**config.mk**
```make
export PLATFORM = sky130hd
export DESIGN_NAME = iot_serial_punch
export DESIGN_NICKNAME = d
export VERILOG_FILES = /design/src/rtl/pdp8_io_pkg.sv /design/src/rtl/serial_tx_shifter.sv /design/src/rtl/iot_serial_punch.sv
export SDC_FILE = /design/constraint.sdc
export NUM_CORES = 1
export LEC_CHECK = 0
export ABC_AREA = 0
export CAP_MARGIN = 10
export CORE_MARGIN = 10
export CORE_UTILIZATION = 48
export CTS_BUF_LIST = sky130_fd_sc_hd__clkbuf_4
export DETAILED_ROUTE_END_ITERATION = 8
export GPL_ROUTABILITY_DRIVEN = 0
export PLACE_DENSITY = 0.85
export SYNTH_ARGS = -nofsm -noshare
export SYNTH_HDL_FRONTEND = slang
export SYNTH_HIERARCHICAL = 1
export SYNTH_SLANG_ARGS = --single-unit
```
**constraint.sdc**
```tcl
create_clock -name clk -period 1.97 [get_ports clk]
set_input_delay 0.4925 -clock clk [delete_from_list [all_inputs] [get_ports clk]]
set_output_delay 0.4925 -clock clk [all_outputs]
set_load 0.01 [all_outputs]
```
**src/rtl/pdp8_io_pkg.sv**
```systemverilog
// Shared PDP-8 positive-I/O-bus definitions: IOP pulse bits, device codes and
// the serial frame state type used by the character shifters.
package pdp8_io_pkg;

    typedef enum logic [2:0] {
        IOP1 = 3'd1,
        IOP2 = 3'd2,
        IOP4 = 3'd4
    } iop_bit_t;

    localparam logic [5:0] DEV_KL8_KBD = 6'o03;
    localparam logic [5:0] DEV_KL8_TTY = 6'o04;
    localparam logic [5:0] DEV_PUNCH   = 6'o02;

    typedef enum logic [1:0] {
        IDLE,
        START,
        DATA,
        STOP
    } tx_state_t;

endpackage

```
**src/rtl/serial_tx_shifter.sv**
```systemverilog
// Asynchronous character transmitter: one start bit, 8 data bits LSB first,
// STOP_BITS stop bits, each bit CLK_DIV clocks long.
//
//   state | meaning
//   IDLE  | line high, waiting for load
//   START | start bit (line low)
//   DATA  | data bits, buf_q[bit_q] on the line
//   STOP  | stop bit(s), line high; done_pulse on the last cycle
module serial_tx_shifter
    import pdp8_io_pkg::*;
#(
    parameter logic [15:0] CLK_DIV   = 16'd1302,
    parameter int          STOP_BITS = 2
) (
    input  logic       clk,
    input  logic       rst,
    input  logic       load,
    input  logic [7:0] data_byte,
    output logic       tx,
    output logic       busy,
    output logic       done_pulse
);

    localparam logic       STOP_LAST = 1'(STOP_BITS - 1);
    localparam logic [15:0] BAUD_LAST = CLK_DIV - 16'd1;

    tx_state_t   state_q, state_d;
    logic [15:0] baud_q, baud_d;
    logic [2:0]  bit_q, bit_d;
    logic        stop_q, stop_d;
    logic [7:0]  buf_q, buf_d;
    logic        baud_end;

    assign baud_end = (baud_q == BAUD_LAST);

    always_ff @(posedge clk) begin
        if (rst) begin
            state_q <= IDLE;
            baud_q  <= '0;
            bit_q   <= '0;
            stop_q  <= 1'b0;
            buf_q   <= '0;
        end else begin
            state_q <= state_d;
            baud_q  <= baud_d;
            bit_q   <= bit_d;
            stop_q  <= stop_d;
            buf_q   <= buf_d;
        end
    end

    always_comb begin
        state_d    = state_q;
        baud_d     = baud_q;
        bit_d      = bit_q;
        stop_d     = stop_q;
        buf_d      = buf_q;
        tx         = 1'b1;
        busy       = 1'b1;
        done_pulse = 1'b0;
        case (state_q)
            IDLE: begin
                busy   = 1'b0;
                baud_d = '0;
                if (load) begin
                    buf_d   = data_byte;
                    state_d = START;
                end
            end
            START: begin
                tx = 1'b0;
                if (baud_end) begin
                    baud_d  = '0;
                    state_d = DATA;
                end else begin
                    baud_d = baud_q + 16'd1;
                end
            end
            DATA: begin
                tx = buf_q[bit_q];
                if (baud_end) begin
                    baud_d = '0;
                    bit_d  = bit_q + 3'd1;
                    if (bit_q == 3'd7) begin
                        state_d = STOP;
                        stop_d  = 1'b0;
                    end
                end else begin
                    baud_d = baud_q + 16'd1;
                end
            end
            STOP: begin
                if (baud_end) begin
                    baud_d = '0;
                    if (stop_q == STOP_LAST) begin
                        done_pulse = 1'b1;
                        stop_d     = 1'b0;
                        state_d    = IDLE;
                    end else begin
                        stop_d = 1'b1;
                    end
                end else begin
                    baud_d = baud_q + 16'd1;
                end
            end
            default: state_d = IDLE;
        endcase
    end

endmodule

```
**src/rtl/iot_serial_punch.sv**
```systemverilog
// Punch/printer style IOT device: decodes its device code, handles IOP1 skip,
// IOP2 flag clear and IOP4 load-and-go, and drives a serial TX line.
module iot_serial_punch
    import pdp8_io_pkg::*;
#(
    parameter logic [5:0]  DEV_CODE  = DEV_PUNCH,
    parameter logic [15:0] CLK_DIV   = 16'd1302,
    parameter int          STOP_BITS = 2
) (
    input  logic        clk,
    input  logic        rst,
    input  logic        i_o_pwr_clr,
    input  logic        iop_1,
    input  logic        iop_2,
    input  logic        iop_4,
    input  logic [11:0] io_bmb,
    input  logic [11:0] io_bac,
    output logic        i_o_skp_rq_l,
    output logic        i_o_int_rq_l,
    output logic        tx_data,
    output logic        busy
);

    logic       clr;
    logic       sel;
    logic [2:0] iop_v, iop_q, act;
    logic       act_1, act_2, act_4;
    logic       flag, skp_rq_l_q, int_rq_l_q;
    logic       done_pulse;
    logic       unused_bus_bits;

    assign clr   = rst | i_o_pwr_clr;
    assign sel   = (io_bmb[8:3] == DEV_CODE);
    assign iop_v = {iop_4, iop_2, iop_1};
    // One action per pulse: only the first cycle of a selected IOP counts.
    assign act   = iop_v & ~iop_q & {3{sel}};
    assign act_1 = |(act & IOP1);
    assign act_2 = |(act & IOP2);
    assign act_4 = |(act & IOP4);

    assign unused_bus_bits = ^{io_bmb[11:9], io_bmb[2:0], io_bac[11:8]};

    always_ff @(posedge clk) begin
        if (clr) begin
            iop_q      <= '0;
            flag       <= 1'b0;
            skp_rq_l_q <= 1'b1;
            int_rq_l_q <= 1'b1;
        end else begin
            iop_q <= iop_v;
            // A completing character beats a simultaneous clear.
            if (done_pulse) begin
                flag <= 1'b1;
            end else if (act_2) begin
                flag <= 1'b0;
            end
            int_rq_l_q <= ~flag;
            // Skip latches on a selected IOP1 edge with flag set and holds for the pulse.
            skp_rq_l_q <= ~(iop_1 & ((act_1 & flag) | ~skp_rq_l_q));
        end
    end

    assign i_o_skp_rq_l = skp_rq_l_q;
    assign i_o_int_rq_l = int_rq_l_q;

    serial_tx_shifter #(
        .CLK_DIV   (CLK_DIV),
        .STOP_BITS (STOP_BITS)
    ) u_shifter (
        .clk        (clk),
        .rst        (clr),
        .load       (act_4),
        .data_byte  (io_bac[7:0]),
        .tx         (tx_data),
        .busy       (busy),
        .done_pulse (done_pulse)
    );

endmodule

```
Word level (Yosys, flattened, before mapping)
Index checks and enable logic that the tools add are counted.
{"block": "totals", "regBits": 36, "out_inout_bits": 4, "wordCells": 65}
{"block": "op_classes", "add_sub_neg": 2, "n_lt_le_gt_ge": 1, "eq_ne": 12, "mux": 23, "bitwise": 10, "n_reduce_logical": 8}
{"op": "16-bit case mux with 2 select lines", "n": 1}
{"op": "16-bit by 1-bit adder with 16-bit output, second input constant", "n": 1}
{"op": "16-bit by 11-bit == test with 1-bit output, second input constant", "n": 1}
{"op": "16-bit two-way mux", "n": 1}
{"op": "2-bit two-way mux", "n": 6}
{"op": "1-bit two-way mux", "n": 11}
{"op": "2-bit by 1-bit inequality test with 1-bit output, second input constant", "n": 5}
{"op": "2-bit case mux with 4 select lines", "n": 1}
{"op": "3-bit AND", "n": 2}
{"op": "6-bit by 2-bit == test with 1-bit output, second input constant", "n": 1}
{"op": "6-bit AND reduction", "n": 1}
{"op": "2-bit == test, second input constant", "n": 2}
{"op": "3-bit by 4-bit < comparator with 1-bit output, second input constant", "n": 1}
{"op": "1-bit case mux with 2 select lines", "n": 2}
{"op": "2-bit AND reduction", "n": 2}
{"op": "4-bit AND reduction", "n": 1}
{"op": "2-bit nonzero test", "n": 2}
{"op": "3-bit by 1-bit adder with 3-bit output, second input constant", "n": 1}
{"op": "1-bit binary-select mux with 3-bit select", "n": 1}
{"op": "3-bit == test, second input constant", "n": 1}
{"op": "1-bit NOT", "n": 3}
{"op": "3-bit NOT", "n": 1}
{"op": "3-bit OR reduction", "n": 1}
{"op": "1-bit AND", "n": 2}
{"op": "4 further kinds", "n": 5}

Logic depth before layout (Yosys ltp)
Gate-level depths: netlist (run 1).
{"block": "logic_depth", "ltp_word": 7, "mapped_depth": 8, "depth_no_buf": 8}

Hierarchy
Netlist (run 1), hierarchy kept.
{"module": "serial_tx_shifter", "instances": 1, "cells_per_inst": 163, "area_per_inst_um2": 1463.9, "seq_area_each_um2": 600.6}
{"module": "iot_serial_punch", "instances": 1, "cells_per_inst": 21, "area_per_inst_um2": 225.2, "seq_area_each_um2": 120.1}

Worst setup path before layout (run 1)
Ideal clock, no wire load.
{"block": "synth_timing", "path_kind": "register -> register", "start": "reg u_shifter.baud_q[7]", "end": "reg u_shifter.state_q[0]", "setup_time_ns": 0.087, "arrival_ns": 1.872, "t_required_ns": 1.883, "path_slack_ns": 0.011, "path_stages_with_launch": 6, "path_buffers": 0, "cell_sequence": "dfxtp_1 -> or4b_4 -> nor4_4 -> o221ai_2 -> a2111o_1 -> o31ai_1"}
{"block": "synth_via", "elab_chain_len": 3, "elab_cells_between_ends": 5, "cone_classes": "4 x eq/ne; 1 x reduce/logical"}
{"item": "from (decl)", "line": "serial_tx_shifter.sv:28", "source": "logic [15:0] baud_q, baud_d;"}
{"item": "from (signal assigned)", "line": "serial_tx_shifter.sv:45", "source": "baud_q <= baud_d;"}
{"item": "16-bit by 11-bit == test with 1-bit output *", "line": "serial_tx_shifter.sv:34", "source": "assign baud_end = (baud_q == BAUD_LAST);"}
{"item": "2-bit by 1-bit inequality test with 1-bit output (no line)"}
{"item": "6-bit AND reduction (no line) *"}
{"item": "to (signal assigned)", "line": "serial_tx_shifter.sv:44", "source": "state_q <= state_d;"}
{"item": "to (decl)", "line": "serial_tx_shifter.sv:27", "source": "tx_state_t state_q, state_d;"}
Mark *: on every way between the ends. The rest lies on a longest branch, timed or not.
A chain may end at the register's enable or synchronous reset.

Worst setup path in the final report (run 1)
{"block": "layout_timing", "start": "reg u_shifter.bit_q[0]", "end": "out tx_data"}
{"block": "layout_via", "elab_chain_len": 3}
{"item": "from (decl)", "line": "serial_tx_shifter.sv:29", "source": "logic [2:0] bit_q, bit_d;"}
{"item": "from (signal assigned)", "line": "serial_tx_shifter.sv:46", "source": "bit_q <= bit_d;"}
{"item": "1-bit binary-select mux with 3-bit select", "line": "serial_tx_shifter.sv:80", "source": "tx = buf_q[bit_q];"}
{"item": "1-bit two-way mux (implied by the code)", "line": "serial_tx_shifter.sv:80"}
{"item": "1-bit case mux with 2 select lines", "line": "serial_tx_shifter.sv:61", "source": "case (state_q)"}
{"item": "to (decl)", "line": "iot_serial_punch.sv:20", "source": "output logic tx_data,"}
Every way passes these cells. The select of a mux whose other input is x is not followed.

==> results of run 1 <==
[registers in the layout, summed over array words and instances (netlist names)]
name               flops
i_o_skp_rq_l           1
flag                   1
iop_q                  3
u_shifter/baud_q      16
u_shifter/state_q      2
u_shifter/stop_q       1
u_shifter/buf_q        8
i_o_int_rq_l           1
u_shifter/bit_q        3
[Yosys cell counts (2+ instances only)]
cell type	n	area, um2
or3_1	2	12.5
o21ai_1	2	10.0
nor2_1	21	78.8
nand4b_1	2	17.5
mux4_2	2	45.0
ha_1	9	113
xor2_1	11	96.3
buf_2	2	10.0
dfxtp_1	36	721
nand3_1	12	60.1
xnor2_1	2	17.5
clkbuf_1	6	22.5
and2_1	6	37.5
nand2_1	22	82.6
nand2b_1	3	18.8
inv_1	7	26.3
o21ai_0	3	15.0
mux2i_1	4	40.0
and4b_1	3	30.0
a21oi_1	13	65.1
nand4_1	4	25.0
[power by group]
part / switching [mW] / total (mW) / internal, mW
sequential: 0.000671 / 0.729 / 0.729
clock: 0.247 / 0.527 / 0.280
combinational: 0.0184 / 0.0619 / 0.0435
[timing repair]
item	4_1_cts	5_1_grt
pin swaps	4	4
gates resized for setup	8	9
hold buffers	0	0
setup buffers	1	0
setup endpoints to repair	3	23
[routing by layer]
| layer | global-route usage [%] | wire [um] | up-vias |
|---|---|---|---|
| met5 | 0 | 0 | - |
| met1 | 13.2 | 1490 | 636 |
| met3 | 3.83 | 157 | 7 |
| met2 | 18.8 | 1680 | 27 |
| li1 | - | - | 707 |
| met4 | 4.84 | 53 | 0 |
[layout make-up]
class,count,area (um2)
Sequential cell,36,728
Clock inverter,2,35.0
Tap cell,46,57.6
Timing Repair Buffer,40,353
Inverter,7,26.3
Clock buffer,6,45.0
Fill cell,302,1190
Multi-Input combinational cell,133,930
[cell families after synthesis]
kind of cell    Yosys count  share of synthesized area [%]
simple gates             84                           28.1
mux                       6                           5.04
buf+inv                  15                           3.48
flops                    36                           42.7
compound gates           21                           7.33
fa+ha+maj                 9                           6.67
xor+xnor                 13                           6.74
[stage by stage]
step | TNS (ns) | hold WS (ns) | power, mW | util [%] | instances
after CTS | -0.172 | 0.430 | 1.33 | 64.0 | 270
after floorplan | 0 | 0.375 | 0.761 | - | 184
after detailed placement | -2.90 | 0.396 | 0.810 | 61.4 | 261
after global placement | -2.14 | 0.398 | 0.808 | 61.4 | 261
after global routing | -0.473 | 0.448 | 1.36 | 64.7 | 270
final | -0.154 | 0.430 | 1.32 | 64.7 | 270
[path summary, 6_finish.rpt]
kind	from	endpoint	slack (ns)	cells past startpoint
setup / recovery	u_shifter/bit_q[0]$_SDFFE_PP0P_	tx_data	-0.15	4
hold / removal	flag$_SDFFE_PP0P_	i_o_int_rq_l$_SDFF_PP1_	0.43	1
setup reg to reg	u_shifter/baud_q[7]$_SDFF_PP0_	u_shifter/state_q[0]$_SDFFE_PP0P_	0.01	5
hold reg to reg	flag$_SDFFE_PP0P_	i_o_int_rq_l$_SDFF_PP1_	0.43	1
[worst reg2reg max path: cells and delay by family, from the launching register on]
family / cells / cell delay [ns]
AOI/OAI and AO/OA: 3 / 0.60
DFF: 1 / 0.34
and+or+nand+nor: 2 / 0.97
==> results.cfg, run 1 <==
[routing]
via_per_inst = 5.10
ant_nets = 0
wl_per_cell_um = 12.5
routed_wl_um = 3380
drc_errors = 0
dr.pass1.iters = 4
drt_iter0_markers = 94
dr_total_vias = 1377

[placement]
hpwl_um = 2500
portBuffers = 23
dpl-instance-area_um2 = 2060
place_ws_ns = -0.221

[finish]
final_cell_area_um2 = 2170
n_antenna_cell = 0
mostFrequentLayoutCells = dfxtp_1, nor2_1, clkdlybuf4s50_1
final_common_cell = dfxtp_1
nNetsFinal = 262
drive_above_1_share_pct = 19.2
syn_to_final_growth_pct = 28.7

[logic_synthesis]
synth.yosys.seq_area_share_pct = 42.7
synth_cell_type_count = 33
avgSynthCellArea_um2 = 9.18
synthFlopType = dfxtp_1
syn_area_um2 = 1690
syn_nets = 223
synth-edff-count = 0
synthArstFlopShare_pct = 0
synth_cells = 184
yosys_warnings = 6
ys_ff_latch = 36

[critical_path]
worstPathArrival_ns = 1.63
worstPathRequired_ns = 1.48
crit_path_end_kind = output pin
cp_max_fo = 3
cp_cell_sequence = mux4_2 -> mux2i_1 -> mux2i_1 -> buf_2
crit_family = multiplexers
crit_path_frequent_cell = mux2i_1
worst-path-buf-inv = 1
slowest_delay_ns = 0.49
crit_slowest_cell = mux4_2
setup.worst_path.start_class = flip-flop
critPathKind = flip-flop to output pin

[floorplan]
core-area_um2 = 3360
initial_utilization_pct = 50.2
io-pin-count = 34
dieArea_um2 = 6290
die_y_um = 79.3
die_w_um = 79.3
row_count = 21

[hold_path]
hold_class = flip-flop to flip-flop

[run]
cap_viol_max_count = 0

[grt]
overflow = 0
grt_pass1_wl_um = 5870
grt_usage_pct = 11.4
antenna_found_initial = 0
grt_max_degree = 17
grt_pass1_vias = 1305

[sta]
slew_headroom_pct = 75.7
hold_viol = 0
rsz0062_at_grt = yes
final.min_clock_period_ns = 2.12
finalSetupViolCount = 1
fin_crit_sh_pct = 108
worst_pin_slew_ns = 0.361
finalWorstSetupSlack_ns = -0.154
slew_violations = 0
final.setup_skew_ns = 0.0120
fmax_mhz = 471

[clock_tree]
cts_buffers = 5
cts_tree = done
clk_latency_ns = 0.34
clkTransAtPathRegs_ns = 0.11
cts_num_sinks = 36
root_buffer = clkbuf_4
h-tree-depth = 2
clockBufferDepth = 2

[power_and_ir_drop]
power_leakage_nw = 0.825
p_per_area_nw_per_um2 = 606
vdd_drop_max_mv = 0.473

[run_status]
violations = setup timing
status = complete, but fails checks
No activity file was read; power rests on OpenSTA's default activity.
==> run 2, diff against run 1 <==
--- a/config.mk
+++ b/config.mk
@@ -10,9 +10,11 @@
 export CORE_MARGIN = 10
 export CORE_UTILIZATION = 48
 export CTS_BUF_LIST = sky130_fd_sc_hd__clkbuf_4
+export CTS_CLUSTER_SIZE = 10
 export DETAILED_ROUTE_END_ITERATION = 8
 export GPL_ROUTABILITY_DRIVEN = 0
 export PLACE_DENSITY = 0.85
+export RECOVER_POWER = 100
 export SYNTH_ARGS = -nofsm -noshare
 export SYNTH_HDL_FRONTEND = slang
 export SYNTH_HIERARCHICAL = 1
==> results.cfg, run 2 (same netlist as run 1, synthesis figures left out) <==
[floorplan]
initial_utilization_pct = 50.2
dieArea_um2 = 6290
row_count = 21
die_w_um = 79.3
die_y_um = 79.3
io-pin-count = 34
core-area_um2 = 3360

[power_and_ir_drop]
vdd_drop_max_mv = 0.473
p_per_area_nw_per_um2 = 612
p_int_mw = 1.05
power_leakage_nw = 0.803
post-layout-total-power_mw = 1.32
swShare_pct = 20.2
p_clk_share_pct = 40.1
p_seq_share_pct = 55.4
switching_power_mw = 0.266
combPwrFrac_pct = 4.4

[clock_tree]
clk_latency_ns = 0.35
root_buffer = clkbuf_4
cts_buffers = 5
cts_num_sinks = 36
h-tree-depth = 2
clockBufferDepth = 2
clkTransAtPathRegs_ns = 0.11
cts_tree = done

[sta]
worst_pin_slew_ns = 0.335
final.min_clock_period_ns = 2.12
finalWorstSetupSlack_ns = -0.154
rsz0062_at_grt = yes
slew_violations = 0
tns_ns = -0.204
hold_viol = 0
finalSetupViolCount = 2
fin_crit_sh_pct = 108
fmax_mhz = 471
slew_headroom_pct = 77.5
final.setup_skew_ns = 0.0127

[critical_path]
rrSetupSlack_ns = -0.05
setup.worst_path.start_class = flip-flop
crit_path_frequent_cell = mux2i_1
cp_max_fo = 3
worstPathArrival_ns = 1.63
crit_slowest_cell = mux4_2
slowest_delay_ns = 0.49
crit_path_end_kind = output pin
critPathKind = flip-flop to output pin
worstPathRequired_ns = 1.48
cp_cell_sequence = mux4_2 -> mux2i_1 -> mux2i_1 -> buf_2

[finish]
top_register = u_shifter/baud_q
reg.largest.list = u_shifter/baud_q (16), u_shifter/buf_q (8)
mostFrequentLayoutCells = dfxtp_1, nor2_1, nand2_1
largest_register_ffs = 16
drive_above_1_share_pct = 17.4
nNetsFinal = 262
fin_util_pct = 63.9
stdcell_count = 270
n_antenna_cell = 0
syn_to_final_growth_pct = 27.3
final_common_cell = dfxtp_1

[routing]
ant_nets = 0
dr_total_vias = 1375
dr.pass1.iters = 4
drt_iter0_markers = 95
via_per_inst = 5.09
routed_wl_um = 3370
drc_errors = 0
wl_per_cell_um = 12.5

[placement]
hpwl_um = 2500
dp.cells = 261
portBuffers = 23

[grt]
grt_usage_pct = 11.4
grt_pass1_vias = 1305
grt_pass1_wl_um = 5870
antenna_found_initial = 0
grt_max_degree = 17
overflow = 0

[hold_path]
hold_class = flip-flop to flip-flop

[run]
cap_viol_max_count = 0

[run_status]
status = complete, but fails checks
violations = setup timing
## run 2: cell count changes in the layout (fill, tap and decap cells not counted), sizes merged
| cell | previous run | this run |
|---|---|---|
| buf | 18 | 16 |
| clkdlybuf4s50 | 21 | 18 |
| clkbuf | 6 | 8 |
| dlygate4sd3 | 0 | 3 |
## run 2: power by group through the flow
stage	clock network, mW	registers, mW	logic, mW
6_report	0.528	0.729	0.0585
5_1_grt	0.565	0.730	0.0632
4_1_cts	0.539	0.731	0.0622
3_5_place_dp	0	0.747	0.0620
3_3_place_gp	0	0.747	0.0609
2_1_floorplan	0	0.747	0.0141
## run 2: routing by layer
metal / vias up / track usage (%) / routed length, um
li1: 710 / - / -
met5: - / 0 / 0
met1: 642 / 13.2 / 1490
met2: 18 / 18.8 / 1690
met3: 5 / 3.83 / 136
met4: 0 / 4.84 / 48
## run 2: final cells by class
class,instances,area [um2]
multi-input cells,133,915
inverters,7,26.3
clock inverters,2,35.0
flip-flops and latches,36,727
well taps,46,57.6
fillers,308,1210
repair buffers,40,344
clock buffers,6,45.0
## run 2: repair_timing
item	in CTS	in global routing
setup endpoints to repair	3	23
hold endpoints to repair	0	0
setup buffers	1	0
hold buffers	0	0
gates resized for setup	8	9
pin swaps	4	4
## run 2: critical path, delay by kind of cell, from the launching register on
family | cells | cell delay, ns
muxes | 3 | 0.75
DFF | 1 | 0.38
buffers and inverters | 1 | 0.15
## run 2: final timing paths
kind                                                     endpoint                       startpoint  depth (start not counted)
worst min register to register            i_o_int_rq_l$_SDFF_PP1_                flag$_SDFFE_PP0P_                          1
worst max register to register  u_shifter/state_q[0]$_SDFFE_PP0P_   u_shifter/baud_q[7]$_SDFF_PP0_                          5
worst max-delay path                                      tx_data  u_shifter/bit_q[0]$_SDFFE_PP0P_                          4
worst min-delay path                      i_o_int_rq_l$_SDFF_PP1_                flag$_SDFFE_PP0P_                          1
## run 2: per-stage QoR
step	setup slack [ns]	area (um2)	hold slack (ns)
final	-0.154	2150	0.432
after global routing	-0.235	2150	0.448
after CTS	-0.172	2150	0.430
after detailed placement	-0.221	2060	0.396
after global placement	-0.196	2060	0.398
after floorplan	0.0107	1690	0.375
==> run 3, diff against run 2 <==
--- a/config.mk
+++ b/config.mk
@@ -8,13 +8,14 @@
 export ABC_AREA = 0
 export CAP_MARGIN = 10
 export CORE_MARGIN = 10
-export CORE_UTILIZATION = 48
+export CORE_UTILIZATION = 53
 export CTS_BUF_LIST = sky130_fd_sc_hd__clkbuf_4
 export CTS_CLUSTER_SIZE = 10
 export DETAILED_ROUTE_END_ITERATION = 8
 export GPL_ROUTABILITY_DRIVEN = 0
-export PLACE_DENSITY = 0.85
+export PLACE_DENSITY = 0.89
 export RECOVER_POWER = 100
+export SLEW_MARGIN = 30
 export SYNTH_ARGS = -nofsm -noshare
 export SYNTH_HDL_FRONTEND = slang
 export SYNTH_HIERARCHICAL = 1
==> constraint.sdc (replaced) <==
create_clock -name clk -period 2.32 [get_ports clk]
set_input_delay 0.58 -clock clk [delete_from_list [all_inputs] [get_ports clk]]
set_output_delay 0.58 -clock clk [all_outputs]
set_load 0.01 [all_outputs]
==> results.cfg, run 3 (same netlist as run 1, synthesis figures left out) <==
[run_status]
status = complete, no violations

[routing]
routed_wl_um = 3310
dr_total_vias = 1325
via_per_inst = 5.18
drc_errors = 0
dr.pass1.iters = 4
ant_nets = 0
wl_per_cell_um = 12.9
drt_iter0_markers = 38

[critical_path]
reg2reg_depth = 5
cp_max_fo = 3
worstPathArrival_ns = 1.60
critPathKind = flip-flop to output pin
crit_path_end_kind = output pin
setup.worst_path.start_class = flip-flop
worstPathRequired_ns = 1.74

[run]
cap_viol_max_count = 0

[floorplan]
core-area_um2 = 3050
dieArea_um2 = 5850
io-pin-count = 34
die_w_um = 76.5
row_count = 20
initial_utilization_pct = 55.3
die_y_um = 76.5

[finish]
syn_to_final_growth_pct = 20.7
final_common_cell = dfxtp_1
reg.largest.list = u_shifter/baud_q (16), u_shifter/buf_q (8)
regArea_um2 = 724
largest_register_ffs = 16
drive_above_1_share_pct = 11.3
multi_input_area_um2 = 897
fill_cells = 268
mostFrequentLayoutCells = dfxtp_1, nand2_1, nor2_1
n_antenna_cell = 0
nNetsFinal = 250
top_register = u_shifter/baud_q

[clock_tree]
root_buffer = clkbuf_4
cts_hold_buf = 0
cts_setup_buffers = 0
cts.repair.resized = 6
clk_latency_ns = 0.35
cts_num_sinks = 36
clkTransAtPathRegs_ns = 0.12
clockBufferDepth = 2
h-tree-depth = 2
cts_buffers = 5
cts_tree = done

[sta]
rsz0062_at_grt = no
slew_headroom_pct = 70.8
finalSetupViolCount = 0
fin_crit_sh_pct = 93.8
final.min_clock_period_ns = 2.18
final.setup_skew_ns = 0.0116
worst_pin_slew_ns = 0.435
tns_ns = 0
slew_violations = 0
hold_viol = 0
fmax_mhz = 460

[grt]
overflow = 0
grt_max_degree = 17
antenna_found_initial = 0
grt_usage_pct = 11.9
grt_pass1_wl_um = 5870
grt_pass1_vias = 1345

[hold_path]
hold_path_depth = 1
hold_class = flip-flop to flip-flop

[power_and_ir_drop]
p_per_area_nw_per_um2 = 543
post-layout-total-power_mw = 1.11
power_leakage_nw = 0.716
vdd_drop_max_mv = 0.685

[placement]
hpwl_um = 2480
portBuffers = 23
==> run 3: path summary, 6_finish.rpt <==
kind,startpoint,endpoint,slack [ns]
max,u_shifter/bit_q[0]$_SDFFE_PP0P_,tx_data,0.14
max reg2reg,u_shifter/baud_q[3]$_SDFF_PP0_,u_shifter/state_q[0]$_SDFFE_PP0P_,0.20
min reg2reg,flag$_SDFFE_PP0P_,i_o_int_rq_l$_SDFF_PP1_,0.42
min,flag$_SDFFE_PP0P_,i_o_int_rq_l$_SDFF_PP1_,0.42
==> run 3: worst max-delay path, cell delays in order (launching register included) <==
cell and delay (ns):
dfxtp_4 0.38, mux4_2 0.49, mux2i_1 0.15, mux2i_1 0.09
buf_2 0.14
==> run 3: report_power, final <==
| part | internal (mW) | switching [mW] | total (mW) |
|---|---|---|---|
| Sequential | 0.619 | 0.000618 | 0.619 |
| Clock | 0.225 | 0.216 | 0.440 |
| Combinational | 0.0332 | 0.0140 | 0.0472 |
| Total | 0.877 | 0.230 | 1.11 |
==> run 3: final cells by class <==
cell class / instances / share of cell area (%)
clock inverter: 3 / 2.09
inverter: 7 / 1.29
multi-input combinational: 133 / 44.0
timing repair buffer: 28 / 12.5
tap: 44 / 2.70
sequential: 36 / 35.5
clock buffer: 5 / 1.84
==> run 3: metal layers <==
metal | wire [um] | up-vias | global-route usage, % | part of all wire, %
li1 | - | 685 | - | -
met1 | 1510 | 606 | 13.7 | 46
met2 | 1600 | 26 | 19.6 | 48
met3 | 147 | 8 | 4.25 | 4.4
met4 | 51 | 0 | 4.83 | 1.5
met5 | 0 | - | 0 | 0
==> run 3: stage by stage <==
step / instance area [um2] / instances / hold WS [ns] / util [%] / setup slack (ns)
after floorplan: 1690 / 184 / 0.375 / - / 0.340
after global placement: 1980 / 248 / 0.390 / 64.8 / 0.0381
after detailed placement: 1980 / 248 / 0.396 / 64.8 / -0.0112
after CTS: 2070 / 256 / 0.423 / 67.9 / 0.00307
after global routing: 2040 / 256 / 0.451 / 66.8 / 0.00327
final: 2040 / 256 / 0.419 / 66.8 / 0.145
